<file path="src/rtl/fifo_rd_ctrl.sv">
// Read-side controller of the synchronous FIFO: owns the read pointer and
// empty/count, and prefetches storage into a first-word-fall-through output register.
module fifo_rd_ctrl #(
  parameter int unsigned DEPTH      = 4,
  parameter int unsigned PTR_WIDTH  = $clog2(DEPTH) + 1,
  parameter int unsigned DATA_WIDTH = 8
) (
  input  logic                  clk,
  input  logic                  rst_n,
  input  logic [PTR_WIDTH-1:0]  w_ptr,
  input  logic [DATA_WIDTH-1:0] mem_rdata,
  input  logic                  flush,
  input  logic                  out_ready,
  output logic [PTR_WIDTH-1:0]  r_ptr,
  output logic [PTR_WIDTH-2:0]  r_addr,
  output logic                  empty,
  output logic [PTR_WIDTH-1:0]  count,
  output logic                  out_valid,
  output logic [DATA_WIDTH-1:0] out_data
);

  localparam int unsigned ADDR_WIDTH = PTR_WIDTH - 1;

  logic [PTR_WIDTH-1:0]  r_ptr_q,     r_ptr_d;
  logic                  out_valid_q, out_valid_d;
  logic [DATA_WIDTH-1:0] out_data_q,  out_data_d;

  logic fetch;
  logic xfer;

  // Storage status is combinational so a same-cycle w_ptr update is seen at once.
  assign empty = (r_ptr_q == w_ptr);
  assign count = w_ptr - r_ptr_q;

  assign xfer  = out_valid_q & out_ready;
  assign fetch = ~empty & (~out_valid_q | out_ready) & ~flush;

  // Flush dominates; a fetch refills the output register even while it drains.
  always_comb begin
    r_ptr_d     = r_ptr_q;
    out_valid_d = out_valid_q;
    out_data_d  = out_data_q;
    if (flush) begin
      r_ptr_d     = w_ptr;
      out_valid_d = 1'b0;
    end else if (fetch) begin
      r_ptr_d     = r_ptr_q + PTR_WIDTH'(1);
      out_valid_d = 1'b1;
      out_data_d  = mem_rdata;
    end else if (xfer) begin
      out_valid_d = 1'b0;
    end
  end

  always_ff @(posedge clk or negedge rst_n) begin
    if (!rst_n) begin
      r_ptr_q     <= '0;
      out_valid_q <= 1'b0;
      out_data_q  <= '0;
    end else begin
      r_ptr_q     <= r_ptr_d;
      out_valid_q <= out_valid_d;
      out_data_q  <= out_data_d;
    end
  end

  assign r_ptr     = r_ptr_q;
  assign r_addr    = r_ptr_q[ADDR_WIDTH-1:0];
  assign out_valid = out_valid_q;
  assign out_data  = out_data_q;

endmodule

</file>
<file path="config.mk">
export PLATFORM = sky130hd
export DESIGN_NAME = fifo_rd_ctrl
export DESIGN_NICKNAME = d
export VERILOG_FILES = /design/src/rtl/fifo_rd_ctrl.sv
export SDC_FILE = /design/constraint.sdc
export NUM_CORES = 1
export LEC_CHECK = 0
export ABC_AREA = 1
export BUFFER_PORTS_ARGS = -buffer_cell sky130_fd_sc_hd__buf_2
export CAP_MARGIN = 15
export CORE_MARGIN = 10
export CORE_UTILIZATION = 48
export CTS_CLUSTER_DIAMETER = 60
export DETAILED_ROUTE_END_ITERATION = 6
export PLACE_DENSITY_LB_ADDON = 0.05
export REMOVE_ABC_BUFFERS = 1
export SLEW_MARGIN = 20
export SYNTH_ARGS = -nofsm -noshare
export SYNTH_HDL_FRONTEND = slang
export SYNTH_SLANG_ARGS = --single-unit
</file>
<file path="constraint.sdc">
create_clock -name clk -period 3 [get_ports clk]
set_input_delay 0.15 -clock clk [delete_from_list [all_inputs] [get_ports clk]]
set_output_delay 0.15 -clock clk [all_outputs]
set_load 0.01 [all_outputs]
</file>
==> parameters.txt <==
Parameter                              Value

Clocking
  Number of hold buffers added after CTS    1
  Skew-Pair Late Insertion Delay    approximately 270 ps
  Sinks on the clock net    12
  Number of buffers inserted by post-CTS setup repair    0
  Maximum count of clock buffers along a single path    2
  Number of resized instances in the post-cts repair step    0
  H-tree level count    1
  TritonCTS buffer count    3
  Clock edge transition at the registers on the reported setup and hold paths    70 ps
  TritonCTS clock tree    done
  Root Driver    sky130_fd_sc_hd__clkbuf_4

Power
  Largest voltage drop on the vdd net    0.0004253 V
  P_leak    0.5553 nW
  Pwr dens    757.1 nW/um^2

Min path
  Worst hold-check path type    in -> reg
  Hold Path Cell Cnt    3

GRT
  Global route total overflow    0
  Vias in the first global route    592
  Pin count of the biggest net entering global routing    18
  Wire length of the first global-routing pass    between 2 and 3 mm
  Number of antenna violations at the first check in global routing    0
  Overall fraction of global-route tracks in use    10.00%

Timing
  Tightest slew margin relative to the limit    around two thirds
  Hold violation count in the final report    0
  Clock Skew    approximately 1.2 ps
  Setup repair after global routing missed its margin    false
  Total negative slack    0 ps
  Share of the clock period used by the worst path after layout    between 60% and 70%
  Final setup viols    0
  Peak clock frequency supported by timing    between 500 and 600 MHz
  Max-slew violation total from the final report    0
  Worst hold slack across all endpoints    around 120 ps
  Final critical-path required period    around 1800 ps
  Worst slew pin tran    about 490 ps

Placement
  Standard cell area after detailed placement    roughly 860 um^2
  Number of placed instances, taps included    128
  Routability congestion estimate    0.7899
  Number of buffers added on ports    32
  HPWL after detailed placement    around 1.4 mm

Floorplanning
  Row count    13
  Chip height    a little under 60 um
  Effective utilization at floorplan    53.02%
  Overall die area    3463 um^2
  Floorplan core area    ~1400 um^2
  Die X    between 50 and 60 um
  Boundary pin count    33

Yosys
  Netlist cell types    18
  Xor/xnor cell area share of the yosys netlist    2.418%
  Multiplexer share of the synthesized area    0%
  Area of the mapped netlist    roughly 720 um^2
  Simple-gate portion of the synthesized area    between 30% and 40%
  Dominant combinational cell family by area after synthesis    simple AND/OR/NAND/NOR gates
  Synth Area in Compound Gates    between 1 and 1.5%
  Yosys warnings    0
  Number of standard cells after synthesis    86
  Per-instance average area after synthesis    ~8.4 um^2
  Post-synthesis adder-cell area fraction    7.945%
  Sequential element share of the synthesized area    41.45%
  Number of synthesized register bits    12

Setup path
  Cell family with most CP delay    flip-flops
  Required time at the worst-slack endpoint    2850 ps
  Chain of cells forming the critical path    inv_1, ha_1, nand2_1, inv_1, nand3_2, inv_2, buf_2
  Slowest-stage cell, CP    sky130_fd_sc_hd__dfrtp_1
  Critical Path Sink Type    output port
  Crit path depth    7
  Largest stage delay on the critical path    approximately 460 ps
  CP bufs+invs    4
  Critical path startpoint category    flip-flop
  Arrival time worst endpoint    1690 ps
  Maximum fanout count along the critical path    11
  Reg2reg path depth    8
  Most used cell, CP    sky130_fd_sc_hd__inv_1
  Critical path start-end classification    reg -> out

Layout
  Growth of design area from synthesis to finish    23.32%
  Fillers    130
  Final core utilization    about two thirds
  Fin cells    132
  Share of final-layout standard cells stronger than drive strength 1    between 30% and 40%
  Post-route design area    approximately 890 um^2
  NumNets Final    around 140
  Number of diodes added for antenna fixing    0

Status
  Result of the run    finished, final reports clean

Routing
  Via count    631
  Router iterations before antenna repair    4
  First DRT Iteration DRCs    14
  Final routed wire length divided by cell count    about 13 um
  Final Routed Wirelength    between 1.5 and 2 mm
  Remaining DRCs    0
  Via density per instance    between 4 and 5
  Remaining antenna violation count    0

Flow run
  Max-capacitance violation count    0
[per-stage QoR]
stage               setup slack (ps)  power (mW)
detailed placement              1400      0.5895
CTS                             1135      0.6894
finish                          1160      0.6763
global placement                1461      0.5829
global route                    1045      0.7401
floorplan                       1448      0.4517
[report_power, final]
group	internal (mW)	total [mW]	switching, mW
sequential	0.213	0.256	0.0431
clock	0.0466	0.0966	0.0500
combinational	0.131	0.323	0.193
total	0.391	0.676	0.286
[area by class of cell]
class	instances	area [um^2]	share of cell area, %
flip-flops and latches	12	300.3	33.61
repair buffers	33	170.2	19.05
clock buffers	3	22.52	2.521
multi-input cells	57	331.6	37.11
inverters	12	50.05	5.602
well taps	15	18.77	2.101
[placed cells by master (no fill, tap or decap), drive strengths merged]
| cell type | instances |
|---|---|
| nand2 | 36 |
| buf | 32 |
| dfrtp | 12 |
| inv | 12 |
| nand4 | 8 |
| nand3 | 5 |
| ha | 3 |
| clkbuf | 3 |
| xor2 | 2 |
| o21ai | 2 |
| fa | 1 |
| dlygate4sd3 | 1 |
[worst paths after layout]
check | to | slack [ps] | startpoint
worst max-delay path | empty | 1160 | r_ptr[1]
max in group asynchronous | out_data[1] | 2520 | rst_n
worst max register to register | out_data[3] | 1410 | r_ptr[1]
worst min-delay path | out_data[4] | 120 | mem_rdata[4]
worst min register to register | out_data[1] | 470 | out_data[1]
min in group asynchronous | r_ptr[1] | 270 | rst_n
[Yosys cell counts]
master | instances | area (um^2)
sky130_fd_sc_hd__nand3_1 | 3 | 15.01
sky130_fd_sc_hd__xor2_1 | 2 | 17.52
sky130_fd_sc_hd__fa_1 | 1 | 20.02
sky130_fd_sc_hd__inv_2 | 1 | 3.750
sky130_fd_sc_hd__inv_1 | 10 | 37.54
sky130_fd_sc_hd__nand4_1 | 8 | 50.05
sky130_fd_sc_hd__o21ai_0 | 2 | 10.01
sky130_fd_sc_hd__nand2_4 | 1 | 11.26
sky130_fd_sc_hd__buf_4 | 2 | 15.01
sky130_fd_sc_hd__inv_6 | 1 | 8.760
sky130_fd_sc_hd__buf_6 | 2 | 22.52
sky130_fd_sc_hd__ha_1 | 3 | 37.54
sky130_fd_sc_hd__nand3_2 | 2 | 20.02
sky130_fd_sc_hd__dfrtp_1 | 12 | 300.3
sky130_fd_sc_hd__nand2_1 | 33 | 123.9
sky130_fd_sc_hd__buf_2 | 1 | 5.000
sky130_fd_sc_hd__nand2_2 | 1 | 6.260
sky130_fd_sc_hd__nand2_8 | 1 | 20.02
[state kept, by name, indices dropped and copies added, names as in the netlist]
name       cells
out_valid      1
r_ptr          3
out_data       8
[layer usage]
layer	wire (um)	up-vias	part of all wire (%)	global-route usage, %
met5	0	-	0	0
met4	17	0	0.98	2.951
met3	137	4	7.9	5.794
met2	816	21	47	16.22
met1	757	271	44	10.74
li1	-	335	-	-
[cells by family (layout without fill, tap and decap cells)]
family | count (synthesis) | count (layout)
XOR/XNOR | 2 | 2
buffers and inverters | 17 | 48
AO/OA/AOI/OAI | 2 | 2
flip-flops | 12 | 12
adder cells (fa/ha/maj) | 4 | 4
AND/OR/NAND/NOR | 49 | 49
[worst reg2reg max path: cells and delay by family (launching register included)]
| kind | cells | cell delay [ps] |
|---|---|---|
| adder cells (fa/ha/maj) | 1 | 260 |
| buffers and inverters | 2 | 110 |
| flip-flops | 1 | 460 |
| AND/OR/NAND/NOR | 5 | 650 |
Power figures use the tool's default switching activity.
